File: config.mk
export PLATFORM = sky130hd
export DESIGN_NAME = exp_stream_ctrl
export DESIGN_NICKNAME = d
export VERILOG_FILES = /design/src/rtl/exp_stream_ctrl.sv
export SDC_FILE = /design/constraint.sdc
export NUM_CORES = 1
export LEC_CHECK = 0
export BUFFER_PORTS_ARGS = -buffer_cell sky130_fd_sc_hd__buf_2
export CAP_MARGIN = 5
export CELL_PAD_IN_SITES_DETAIL_PLACEMENT = 1
export CELL_PAD_IN_SITES_GLOBAL_PLACEMENT = 1
export CORE_AREA = 2 2 93 95
export DETAILED_ROUTE_END_ITERATION = 10
export DIE_AREA = 0 0 95 97
export PLACE_DENSITY_LB_ADDON = 0.1
export SLEW_MARGIN = 15
export SYNTH_ARGS = -nofsm -noshare
export SYNTH_HDL_FRONTEND = slang
export SYNTH_SLANG_ARGS = --single-unit
File: constraint.sdc
create_clock -name clk -period 4.6 [get_ports clk]
set_input_delay 0.46 -clock clk [delete_from_list [all_inputs] [get_ports clk]]
set_output_delay 0.46 -clock clk [all_outputs]
set_load 0.1 [all_outputs]
File: src/rtl/exp_stream_ctrl.sv
// Streams a vector of fp16 elements through a single-register expunit stage,
// handling valid/ready on both sides, per-vector counting and status capture.
module exp_stream_ctrl #(
  parameter int LEN_W    = 10,
  parameter int STATUS_W = 8
) (
  input  logic                clk,
  input  logic                reset,
  input  logic                start,
  input  logic [LEN_W-1:0]    vec_len,
  output logic                busy,
  output logic                done,
  input  logic                in_valid,
  input  logic [15:0]         in_data,
  output logic                in_ready,
  output logic [15:0]         exp_a,
  output logic                exp_stage_run,
  input  logic [15:0]         exp_z,
  input  logic [STATUS_W-1:0] exp_status,
  output logic                out_valid,
  output logic [15:0]         out_data,
  output logic                out_last,
  input  logic                out_ready,
  output logic [STATUS_W-1:0] sticky_status,
  output logic                pos_err
);

  typedef enum logic [1:0] {IDLE, RUN, DRAIN, DONE} state_t;

  state_t           state, state_nxt;
  logic [LEN_W-1:0] len_q, issued, retired;
  logic [LEN_W-1:0] issued_nxt, retired_nxt;
  logic             s1_valid;
  logic             advance, accept, retire, start_ok, in_pos;

  // The expunit register may only load when its current content is free to go.
  assign advance       = !s1_valid || out_ready;
  assign in_ready      = (state == RUN) && (issued < len_q) && advance;
  assign accept        = in_ready && in_valid;
  assign retire        = s1_valid && out_ready;
  assign start_ok      = (state == IDLE) && start;
  assign in_pos        = !in_data[15] && (|in_data[14:0]);

  assign exp_a         = in_data;
  assign exp_stage_run = advance && (state != IDLE);

  assign out_valid     = s1_valid;
  assign out_data      = exp_z;
  assign out_last      = s1_valid && (retired == len_q - LEN_W'(1));

  assign busy          = (state == RUN) || (state == DRAIN);
  assign done          = (state == DONE);

  assign issued_nxt    = issued  + LEN_W'(accept);
  assign retired_nxt   = retired + LEN_W'(retire);

  always_comb begin
    state_nxt = state;
    case (state)
      IDLE: begin
        if (start) state_nxt = (vec_len == '0) ? DONE : RUN;
      end
      RUN: begin
        // Last retire landing while still in RUN skips DRAIN entirely.
        if (retired_nxt == len_q)     state_nxt = DONE;
        else if (issued_nxt == len_q) state_nxt = DRAIN;
      end
      DRAIN: begin
        if (retired_nxt == len_q) state_nxt = DONE;
      end
      DONE:    state_nxt = IDLE;
      default: state_nxt = IDLE;
    endcase
  end

  always_ff @(posedge clk or negedge reset) begin
    if (!reset) begin
      state         <= IDLE;
      s1_valid      <= 1'b0;
      len_q         <= '0;
      issued        <= '0;
      retired       <= '0;
      sticky_status <= '0;
      pos_err       <= 1'b0;
    end else begin
      state <= state_nxt;
      if (advance) s1_valid <= accept;
      if (start_ok) begin
        len_q         <= vec_len;
        issued        <= '0;
        retired       <= '0;
        sticky_status <= '0;
        pos_err       <= 1'b0;
      end else begin
        issued  <= issued_nxt;
        retired <= retired_nxt;
        if (retire)           sticky_status <= sticky_status | exp_status;
        if (accept && in_pos) pos_err       <= 1'b1;
      end
    end
  end

endmodule

== Yosys cells after proc, flatten, opt, wreduce, memory -nomap -nowiden ==
Cells that the tools add are included.

* Word-level logic and storage cells: 53
* RAM bits: 0
* Output and inout port bits: 47
* Memories: 0
* Latch bits: 0
* Bits in registers: 42
* Memory bits (read-only): 0

* Shift operators: 0
* Reductions and logical operators: 20
* Equality and inequality tests: 9
* $add $sub $neg: 3
* Muxes and demuxes: 12
* Multipliers: 0
* Order comparisons: 1
* Bitwise operators: 1
* Div/mod/pow operators: 0

{| class="wikitable"
|+ Operators by type and width
! kind !! count
|-
| 10-bit == test || 3
|-
| 10-bit by 1-bit adder with 10-bit output || 2
|-
| 10-bit 2-to-1 mux || 2
|-
| 8-bit 2-to-1 mux || 2
|-
| 15-bit OR reduction || 1
|-
| 10-bit logical NOT || 1
|-
| 10-bit < comparator || 1
|-
| 2-bit 2-to-1 mux || 5
|-
| 10-bit by 1-bit subtractor with 10-bit output (second input constant) || 1
|-
| 1-bit logical AND || 9
|-
| 8-bit OR || 1
|-
| 2-bit one-hot mux with 4 select lines || 1
|-
| 2-bit nonzero test || 3
|-
| 2-bit == test (second input constant) || 2
|-
| 3-bit by 1-bit inequality test with 1-bit output (second input constant) || 1
|-
| 3-bit AND reduction || 1
|-
| 2-bit by 1-bit == test with 1-bit output (second input constant) || 1
|-
| 1-bit logical NOT || 2
|-
| 2-bit logical NOT || 1
|-
| 1-bit logical OR || 2
|-
| 1-bit 2-to-1 mux || 2
|-
| 2-bit by 1-bit inequality test with 1-bit output (second input constant) || 1
|-
| 2-bit inequality test (second input constant) || 1
|}

== Logic depth before layout (Yosys ltp) ==
Gate-level depths: netlist of the first run.

* Word-level depth: 9
* Mapped depth: 17
* Gate-level depth less buffers: 17

== Worst setup path after synthesis of the first run ==
Ideal clock, no wire load.

* Path kind: reg2out
* Start: register s1_valid, in the netlist out_valid
* End: output out_last
* Slack: -2.167 ns
* Stages on the path, launching flop included: 4
* Required time: 4.140 ns
* Arrival: 6.307 ns
* Buffers on the path: 0
* Cell sequence: dfrtp_1 > nand4_1 > or4_1 > a2111oi_0

* Cells in the longest elaborated chain, start to end: 1

{| class="wikitable"
|+ RTL lines
! element !! RTL line !! text
|-
| start: declaration || 33 || <nowiki>logic s1_valid;</nowiki>
|-
| start signal: assignment || 87 || <nowiki>if (advance) s1_valid <= accept;</nowiki>
|-
| 1-bit logical AND || 49 || <nowiki>assign out_last = s1_valid && (retired == len_q - LEN_W'(1));</nowiki>
|-
| end: declaration || 22 || <nowiki>output logic out_last,</nowiki>
|}

No other way between the ends.

== Worst setup path after layout of the first run ==
* Start: register len_q[1]
* End: register state[0]

* Cells in the longest elaborated chain, start to end: 8

{| class="wikitable"
|+ RTL lines
! element !! RTL line !! text
|-
| start: declaration || 31 || <nowiki>logic [LEN_W-1:0] len_q, issued, retired;</nowiki>
|-
| start signal: assignment || 89 || <nowiki>len_q <= vec_len;</nowiki>
|-
| 10-bit < comparator || 38 || <nowiki>assign in_ready = (state == RUN) && (issued < len_q) && advance;</nowiki>
|-
| 1-bit logical AND (2 in series) || 38 ||
|-
| 1-bit logical AND || 39 || <nowiki>assign accept = in_ready && in_valid;</nowiki>
|-
| via accept || 34 || <nowiki>logic advance, accept, retire, start_ok, in_pos;</nowiki>
|-
| 10-bit by 1-bit adder with 10-bit output || 54 || <nowiki>assign issued_nxt = issued + LEN_W'(accept);</nowiki>
|-
| 10-bit == test || 66 || <nowiki>else if (issued_nxt == len_q) state_nxt = DRAIN;</nowiki>
|-
| 3-bit by 1-bit inequality test with 1-bit output (no source line) || n/a ||
|-
| 3-bit AND reduction (no source line) || n/a ||
|-
| end signal: assignment || 86 || <nowiki>state <= state_nxt;</nowiki>
|-
| end: declaration || 30 || <nowiki>state_t state, state_nxt;</nowiki>
|}

The timed path passes the listed nets, and every way through them passes these cells.
A chain may end at the register's enable or synchronous reset.

==> results.yml, run 1 <==
worst_setup_path:
  crit_chain: "inv_1 -> ha_1 -> a21o_1 -> a21oi_1 -> o21ai_0 -> a31oi_1 -> o21ai_0 -> nor2_1 -> ha_1 -> ha_1 -> xnor2_1 -> xnor2_1 -> or4_1 -> nor4_1 -> a41oi_1 -> a221oi_2 -> a2bb2oi_2"
  cp_data_arrival_time_ns: 4.20
  rrSetupSlack_ns: 0.64
  cp_slowest_cell: "dfrtp_1"
  endpoint_kind: "flip-flop"
  crit_top_cell: "ha_1"
  required_ns: 4.83
  path_max_fanout: 4
  critPathKind: "flip-flop to flip-flop"
  crit_path_max_incr_delay_ns: 0.45
  critPathLaunchType: "flip-flop"
worst_hold_path:
  hp-class: "primary input to asynchronous set/reset pin"
timing:
  finalMaxSlewViolations: 0
  min_period_over_period_pct: 86.1
  tightest_slew_ns: 0.972
  slew_headroom_pct: 35.2
  period_needed_ns: 3.96
  skew_ns: 0.00710
  fmax_mhz: 252
  finalSetupViolations: 0
  hold_violations: 0
  rsz0062_at_grt: "no"
  setup-tns-final_ns: 0
detailed_routing:
  routedWlPerCell_um: 15.9
  wl_mm: 7.40
  drt_iter0_markers: 67
  drc_errors: 0
  routed-via-count: 2329
  vias_per_cell: 5.00
  firstDrtPassIters: 4
  drtAntennaViolNets: 0
clocking:
  cts_resized: 0
  htree_num_levels: 2
  numCtsBuffers: 5
  clockBufferDepth: 2
  clk_pin_slew_worst_paths_ns: 0.09
  holdBufCountCts: 0
  cts_tree: "done"
  cts_setup_buffers: 0
  clkLatencyLatePin_ns: 0.30
  cts_sinks: 42
  cts_root_buffer: "clkbuf_8"
synth:
  seq_area_frac_synth_pct: 34.8
  avgSynthCellArea_um2: 9.16
  ys_top_cells_by_area: "dfrtp_1 35%, buf_4 8.2%, ha_1 7.9%"
  synth_top_area_share_pct: 34.8
  synth_area_leader_cell: "dfrtp_1"
  synth_edf_count: 0
  syn_area_um2: 3020
  ys_warn_count: 0
  syn_nets: 404
  syn_inst: 330
  async_flop_share_pct: 100
  synth_cell_types: 44
  synthFlopType: "dfrtp_1"
  ys_seq_elements: 42
layout:
  antenna_cells_inserted: 0
  n_fill_cell: 973
  nNetsFinal: 434
  drive_gt1_share_pct: 24.4
  seqCellArea_um2: 1050
  areaGrowthSynthToFinish_pct: 9.03
  fin_util_pct: 40.5
  multi_input_area_um2: 1600
  final_area_um2: 3290
job:
  maxCapViolCount: 0
place:
  dp_hpwl_mm: 5.88
  portBuffers: 69
  place_congestion: 0.814
  dpl-instance-area_um2: 3200
global_routing:
  grt_pass1_vias: 2502
  grt_max_degree: 45
  grt.overflow.total: 0
  grt_first_pass_wirelength_mm: 12.5
  antenna_found_initial: 0
  grtUsageTotal_pct: 17.4
floorplan:
  die_w_um: 95
  io-pin-count: 102
  start_util_pct: 37.1
  core_um2: 8130
  dieArea_um2: 9220
  rows: 33
  die_y_um: 97
power:
  vdd_ir_drop_max_v: 0.000114
  leakage_nw: 1.66
  p_per_area_nw_per_um2: 218
status:
  outcome: "finished, final reports clean"
## final cells by class
| class | instances | area share [%] |
|---|---|---|
| clock inverter | 2 | 0.380 |
| sequential | 42 | 31.9 |
| timing repair buffer | 70 | 10.7 |
| clock buffer | 6 | 2.51 |
| multi-input combinational | 223 | 48.5 |
| tap | 105 | 3.99 |
| inverter | 18 | 2.05 |
## cells by family (layout without fill, tap and decap cells)
family	Yosys count	count (layout)	share of synthesized area [%]
buf+inv	65	96	12.6
fa+ha+maj	19	19	7.87
xor+xnor	51	51	16.4
flops	42	42	34.8
compound gates	44	44	9.36
simple gates	107	107	18.3
mux	2	2	0.663
## synth_stat cells (2+ instances only)
library cell,instances
nand4_1,4
o211ai_1,2
mux2i_1,2
buf_4,33
nand3_1,8
nor3_1,8
a41oi_1,2
dfrtp_1,42
a31oi_1,3
a21oi_1,12
nand2_1,24
xnor2_1,23
buf_2,3
and2_1,7
clkbuf_1,9
nor4_1,7
or4_1,2
nor2b_1,2
ha_1,19
xnor3_1,3
nand2b_1,3
and4_1,2
inv_1,18
o21ai_0,17
nor2_1,33
xor2_1,24
## final timing paths
kind	endpoint	cells after the start	startpoint
worst max-delay path	state[0]$_DFFE_PN0P_	17	len_q[1]$_DFFE_PN0P_
worst min-delay path	retired[3]$_DFF_PN0_	1	reset
worst max register to register	state[0]$_DFFE_PN0P_	17	len_q[1]$_DFFE_PN0P_
worst min register to register	sticky_status[2]$_DFFE_PN0P_	2	sticky_status[2]$_DFFE_PN0P_
max in group asynchronous	sticky_status[1]$_DFFE_PN0P_	1	reset
min in group clk	len_q[7]$_DFFE_PN0P_	3	vec_len[7]
## cell usage in the layout, fill, tap and decap left out, types with 12 or more instances in the layout
master | netlist | routed
inv_1 | 18 | 18
buf_2 | 3 | 69
a21oi_1 | 12 | 12
xnor2_1 | 23 | 23
ha_1 | 19 | 19
dfrtp_1 | 42 | 42
nor2_1 | 33 | 33
o21ai_0 | 17 | 17
nand2_1 | 24 | 24
xor2_1 | 24 | 24
## metal layers
metal	GRT usage (%)	wire, um	vias to the layer above
met4	4.68	113	0
met1	21.9	3220	1150
met3	3.35	223	7
met2	30.2	3840	39
li1	-	-	1133
met5	0	0	-
## power by group
part | total, mW | internal (mW) | switching (mW)
sequential | 0.369 | 0.369 | 0
clock | 0.260 | 0.121 | 0.139
combinational | 0.0902 | 0.0175 | 0.0727
total | 0.719 | 0.507 | 0.212
## worst max-delay path, delay by kind of cell (launching register included)
family,cells,cell delay [ns]
AND/OR/NAND/NOR,3,0.79
XOR/XNOR,2,0.38
buffers and inverters,1,0.12
AO/OA/AOI/OAI,8,1.39
adder cells (fa/ha/maj),3,0.74
flip-flops,1,0.45
## per-stage QoR
stage                     instances  hold WS [ns]  setup WS [ns]  power, mW
after global routing            466         0.376          0.220      0.748
after global placement          458         0.475          0.830      0.467
after CTS                       466         0.354          0.627      0.726
after floorplan                 330         0.164          0.554      0.510
after detailed placement        458         0.484          0.681      0.468
final                           466         0.307          0.637      0.719
## registers in the layout (all words and copies together), names as in the netlist
name and count:
pos_err 1, out_valid 1, retired 10, len_q 10, state 2, sticky_status 8, issued 10
Note: power is estimated with default switching activity, not from simulation.
==> run 2, diff against run 1 <==
ABC_AREA = 1   (was not set)
CORE_AREA = 2 2 97 99   (was 2 2 93 95)
DIE_AREA = 0 0 99 101   (was 0 0 95 97)
==> results.yml, run 2 <==
clocking:
  clk_pin_slew_worst_paths_ns: 0.09
  clockBufferDepth: 2
  cts_resized: 0
  cts_sinks: 42
  htree_num_levels: 2
  cts_root_buffer: "clkbuf_8"
  cts_tree: "done"
  cts_setup_buffers: 0
  holdBufCountCts: 0
  numCtsBuffers: 5
  clkLatencyLatePin_ns: 0.31
layout:
  antenna_cells_inserted: 0
  layout_commonest_cell: "nand2_1"
  n_fill_cell: 1156
  final_area_um2: 3500
  nNetsFinal: 554
  drive_gt1_share_pct: 20.8
  final_cell_mix: "113 x nand2_1, 69 x buf_2, 53 x inv_1, 42 x dfrtp_1, 40 x nor2_1"
  largest_registers: "issued: 10 flops, len_q: 10 flops, retired: 10 flops"
  fin_util_pct: 39.0
  areaGrowthSynthToFinish_pct: 10.2
synth:
  seq_area_frac_synth_pct: 33.1
  avgSynthCellArea_um2: 7.20
  synth_edf_count: 0
  syn_area_um2: 3170
  yosysMostFrequentCell: "nand2_1"
  synth_commonest_cells: "113 x nand2_1, 53 x inv_1, 42 x dfrtp_1"
  syn_nets: 515
  synth_cell_types: 35
  ys_warn_count: 0
  synth_top_area_share_pct: 33.1
  synth_area_leader_cell: "dfrtp_1"
  synthFlopType: "dfrtp_1"
  ys_seq_elements: 42
  syn_inst: 441
  async_flop_share_pct: 100
  ys_top_cells_by_area: "dfrtp_1 33%, nand2_1 13%, buf_4 7.6%"
timing:
  finalMaxSlewViolations: 0
  tightest_slew_ns: 1.06
  finalSetupViolations: 0
  skew_ns: 0.00935
  whs_ns: 0.348
  min_period_over_period_pct: 76.7
  finalWorstSetupSlack_ns: 1.07
  rsz0062_at_grt: "no"
  slew_headroom_pct: 29.2
  setup-tns-final_ns: 0
  fmax_mhz: 284
  period_needed_ns: 3.53
  hold_violations: 0
floorplan:
  dieArea_um2: 10000
  rows: 35
  io-pin-count: 102
  start_util_pct: 35.4
  die_y_um: 101
  core_um2: 8980
  die_w_um: 99
job:
  maxCapViolCount: 0
global_routing:
  antenna_found_initial: 0
  grt.overflow.total: 0
  grt_pass1_vias: 3008
  grtUsageTotal_pct: 18.0
  grt_max_degree: 43
  grt_first_pass_wirelength_mm: 14.2
worst_hold_path:
  hp-class: "primary input to asynchronous set/reset pin"
power:
  p_per_area_nw_per_um2: 642
  leakage_nw: 1.85
  vdd_ir_drop_max_v: 0.000453
worst_setup_path:
  path_max_fanout: 6
  cp_data_arrival_time_ns: 3.74
  r2r-end: "state[1]$_DFFE_PN0P_"
  crit_top_cell: "nand2_1"
  crit_chain: "inv_1 -> ha_1 -> a21oi_1 -> o21ai_0 -> nand2_1 -> nand4_1 -> nor3b_2 -> ha_1 -> ha_1 -> nand2_1 -> nor2_1 -> nand2_1 -> nand2_1 -> nand2_1 -> nand2_1 -> nand3_1 -> nor2_1 -> nand2_1 -> nand2_1 -> nand2_1 -> nand2_1 -> nand2_1"
  required_ns: 4.81
  critPathLaunchType: "flip-flop"
  critPathKind: "flip-flop to flip-flop"
  crit_start: "len_q[3]$_DFFE_PN0P_"
  rrSetupSlack_ns: 1.07
  cp_slowest_cell: "dfrtp_1"
  reg2regPathDepth: 22
  cp-endpoint: "state[1]$_DFFE_PN0P_"
  crit-reg2reg-launch: "len_q[3]$_DFFE_PN0P_"
  crit_path_max_incr_delay_ns: 0.43
  endpoint_kind: "flip-flop"
detailed_routing:
  drt_iter0_markers: 71
  routed-via-count: 2868
  vias_per_cell: 4.84
  wl_mm: 8.70
  drc_errors: 0
  firstDrtPassIters: 4
  drtAntennaViolNets: 0
  routedWlPerCell_um: 14.7
place:
  place_congestion: 0.780
  dp_hpwl_mm: 6.92
  portBuffers: 69
  dpl-instance-area_um2: 3400
  dp_slack_ns: 1.06
status:
  outcome: "finished, final reports clean"
[run 2: worst min path at each step]
stage,to,cells after the start,slack [ns]
5_1_grt,len_q[9]$_DFFE_PN0P_,3,0.38
6_report,issued[0]$_DFF_PN0_,1,0.35
3_5_place_dp,sticky_status[6]$_DFFE_PN0P_,2,0.51
3_3_place_gp,sticky_status[4]$_DFFE_PN0P_,2,0.50
2_1_floorplan,issued[0]$_DFF_PN0_,0,0.16
4_1_cts,pos_err$_DFFE_PN0P_,1,0.37
[run 2: power by group]
group | leakage, nW | internal (mW) | switching, mW | total [mW]
sequential | 0.557 | 0.477 | 0.117 | 0.594
combinational | 1.24 | 0.343 | 1.04 | 1.38
clock | 0.0472 | 0.121 | 0.149 | 0.270
[run 2: worst max-delay path: cells and delay by family (launching register included)]
kind,cells,cell delay [ns]
AOI/OAI and AO/OA,2,0.32
and+or+nand+nor,16,1.80
DFF,1,0.43
adders and majority gates,3,0.69
buffers and inverters,1,0.19
[run 2: final cells by class]
| class | count | area (um^2) | share of cell area (%) |
|---|---|---|---|
| clock buffer | 6 | 82.6 | 2.36 |
| sequential | 42 | 1050 | 30.1 |
| inverter | 59 | 221 | 6.33 |
| timing repair buffer | 70 | 353 | 10.1 |
| tap | 111 | 139 | 3.97 |
| multi-input combinational | 302 | 1640 | 46.8 |
| clock inverter | 2 | 12.5 | 0.358 |
[run 2: layer usage]
layer  GRT usage (%)  wire, um
met2            32.5      4260
met1            22.8      4020
met3            2.50       341
met4            4.21        83
met5               0         0
[run 2: logic make-up (layout without fill, tap and decap cells)]
logic type / Yosys count / in the layout / share of synthesized area [%]
xor+xnor: 18 / 18 / 4.97
simple gates: 218 / 218 / 31.1
flops: 42 / 42 / 33.1
fa+ha+maj: 19 / 19 / 7.49
compound gates: 47 / 47 / 8.04
buf+inv: 97 / 137 / 15.3
[run 2: per-stage QoR]
stage               std cells  power [mW]
floorplan                 441        1.77
global placement          584        1.98
detailed placement        584        2.00
CTS                       592        2.27
global route              592        2.43
finish                    592        2.25
==> run 3, diff against run 2 <==
CORE_AREA = 2 2 102 104   (was 2 2 97 99)
DIE_AREA = 0 0 104 106   (was 0 0 99 101)
clock period = 2.8 ns   (was 4.6 ns; I/O delays follow)
==> results.yml, run 3 (synthesis gave the netlist of run 2 again) <==
global_routing:
  grt_use_met3_pct: 2.39
  grt.overflow.total: 0
  antenna_found_initial: 0
  busiest_layer: "met2"
  use_met1_pct: 21.7
  grt_first_pass_wirelength_mm: 15.2
  grtUsageTotal_pct: 17.3
  grt_pass1_vias: 3191
  grt_max_degree: 50
  use_met2_pct: 31.0
layout:
  largest_registers: "issued: 10 flops, len_q: 10 flops, retired: 10 flops"
  antenna_cells_inserted: 0
  layout_commonest_cell: "nand2_1"
  nNetsFinal: 611
  final_area_um2: 4210
  final_cell_mix: "105 x nand2_1, 67 x buf_2, 56 x buf_4, 48 x inv_1, 42 x dfrtp_1"
  fin_util_pct: 42.1
  areaGrowthSynthToFinish_pct: 32.6
  drive_gt1_share_pct: 36.6
  final_cells: 674
timing:
  tightest_slew_ns: 1.07
  finalSetupViolations: 2
  rsz0062_at_grt: "yes"
  skew_ns: 0.0116
  finalWorstSetupSlack_ns: -0.271
  period_needed_ns: 3.07
  min_period_over_period_pct: 110
  finalMaxSlewViolations: 0
  slew_headroom_pct: 28.4
  setup-tns-final_ns: -0.539
  whs_ns: 0.142
  fmax_mhz: 326
  hold_violations: 0
worst_hold_path:
  hp-class: "primary input to asynchronous set/reset pin"
clocking:
  numCtsBuffers: 5
  holdBufCountCts: 0
  cts_sinks: 42
  cts_tree: "done"
  clk_pin_slew_worst_paths_ns: 0.09
  htree_num_levels: 2
  clockBufferDepth: 2
  clkLatencyLatePin_ns: 0.31
  cts_root_buffer: "clkbuf_8"
floorplan:
  die_y_um: 106
  core_um2: 10000
  io-pin-count: 102
  start_util_pct: 31.7
  rows: 37
  die_w_um: 104
  dieArea_um2: 11000
detailed_routing:
  firstDrtPassIters: 4
  routed-via-count: 3089
  drtAntennaViolNets: 0
  drt_iter0_markers: 86
  vias_per_cell: 4.58
  routedWlPerCell_um: 14.2
  wl_mm: 9.54
  drc_errors: 0
power:
  vdd_ir_drop_max_v: 0.000669
  switchingPower_mw: 2.34
  seqPwrFrac_pct: 20.9
  power_mw: 4.38
  power.share.clock_pct: 11.6
  switching_share_pct: 53.6
  p_comb_share_pct: 67.5
  p_int_mw: 2.03
  p_per_area_nw_per_um2: 1040
  leakage_nw: 2.15
place:
  dp_cells: 652
  dpl-instance-area_um2: 3820
  place_congestion: 0.783
  dp_slack_ns: -0.358
  portBuffers: 69
  dp_hpwl_mm: 7.14
job:
  maxCapViolCount: 0
worst_setup_path:
  critPathKind: "flip-flop to flip-flop"
  path_max_fanout: 3
  reg2regPathDepth: 19
  required_ns: 3.01
  critPathLaunchType: "flip-flop"
  endpoint_kind: "flip-flop"
  cp_data_arrival_time_ns: 3.28
status:
  failed_checks: "setup timing"
  outcome: "finished with violations"
run 3: cell count changes in the layout (fill, tap and decap cells not counted), moves of 3 or more:
cell / delta
nand2_2: +7
buf_4: +55
inv_1: -5
nor2_1: -7
a21oi_2: +5
nor2_4: +3
nand2_1: -8
inv_2: +5
o21ai_0: -3
ha_4: +7
ha_1: -8
a21oi_1: -5
nor2_2: +4
run 3: area by class of cell:
| type | count | area [um^2] |
|---|---|---|
| repair buffers | 127 | 818 |
| well taps | 136 | 170 |
| clock buffers | 5 | 68.8 |
| fillers | 1305 | 5790 |
| flip-flops and latches | 42 | 1050 |
| clock inverters | 3 | 45.0 |
| multi-input cells | 302 | 1830 |
| inverters | 59 | 223 |
run 3: final timing paths:
path | start | endpoint | slack [ns]
worst max-delay path | len_q[9]$_DFFE_PN0P_ | state[0]$_DFFE_PN0P_ | -0.27
worst min-delay path | reset | sticky_status[4]$_DFFE_PN0P_ | 0.14
worst max register to register | len_q[9]$_DFFE_PN0P_ | state[0]$_DFFE_PN0P_ | -0.27
worst min register to register | sticky_status[4]$_DFFE_PN0P_ | sticky_status[4]$_DFFE_PN0P_ | 0.52
max in group asynchronous | reset | len_q[3]$_DFFE_PN0P_ | 1.98
min in group clk | vec_len[2] | len_q[2]$_DFFE_PN0P_ | 0.19
run 3: power groups by stage:
stage | Sequential, mW | Combinational [mW] | Clock, mW
after floorplan | 1.44 | 1.50 | 0
after global placement | 0.907 | 2.65 | 0
after detailed placement | 0.915 | 2.69 | 0
after CTS | 0.905 | 2.79 | 0.529
after global routing | 0.942 | 3.22 | 0.550
final | 0.913 | 2.95 | 0.509
run 3: critical path, cell delays in order (launching register included):
cell	delay, ns
dfrtp_1	0.41
inv_2	0.08
ha_4	0.20
a21oi_2	0.13
o21a_1	0.17
nand4_1	0.14
nor3b_2	0.27
ha_2	0.25
ha_4	0.16
nand2_4	0.05
o21bai_1	0.16
nand2_1	0.12
xor2_1	0.15
or2_1	0.22
nor2_2	0.14
nand2_1	0.08
nand2_2	0.08
nand2_2	0.06
nand2_1	0.06
nand2_1	0.05
run 3: per-layer routing:
layer / up-vias / part of all wire, %
met1: 1461 / 46
met4: 0 / 1.6
li1: 1558 / -
met2: 58 / 50
met5: - / 0
met3: 12 / 2.9
run 3: repair_timing:
action,4_1_cts,5_1_grt
endpoints found under the hold margin,0,0
pin swaps,11,16
endpoints found under the setup margin,2,5
resized for setup,12,31
gates cloned,0,0
setup buffers,9,6
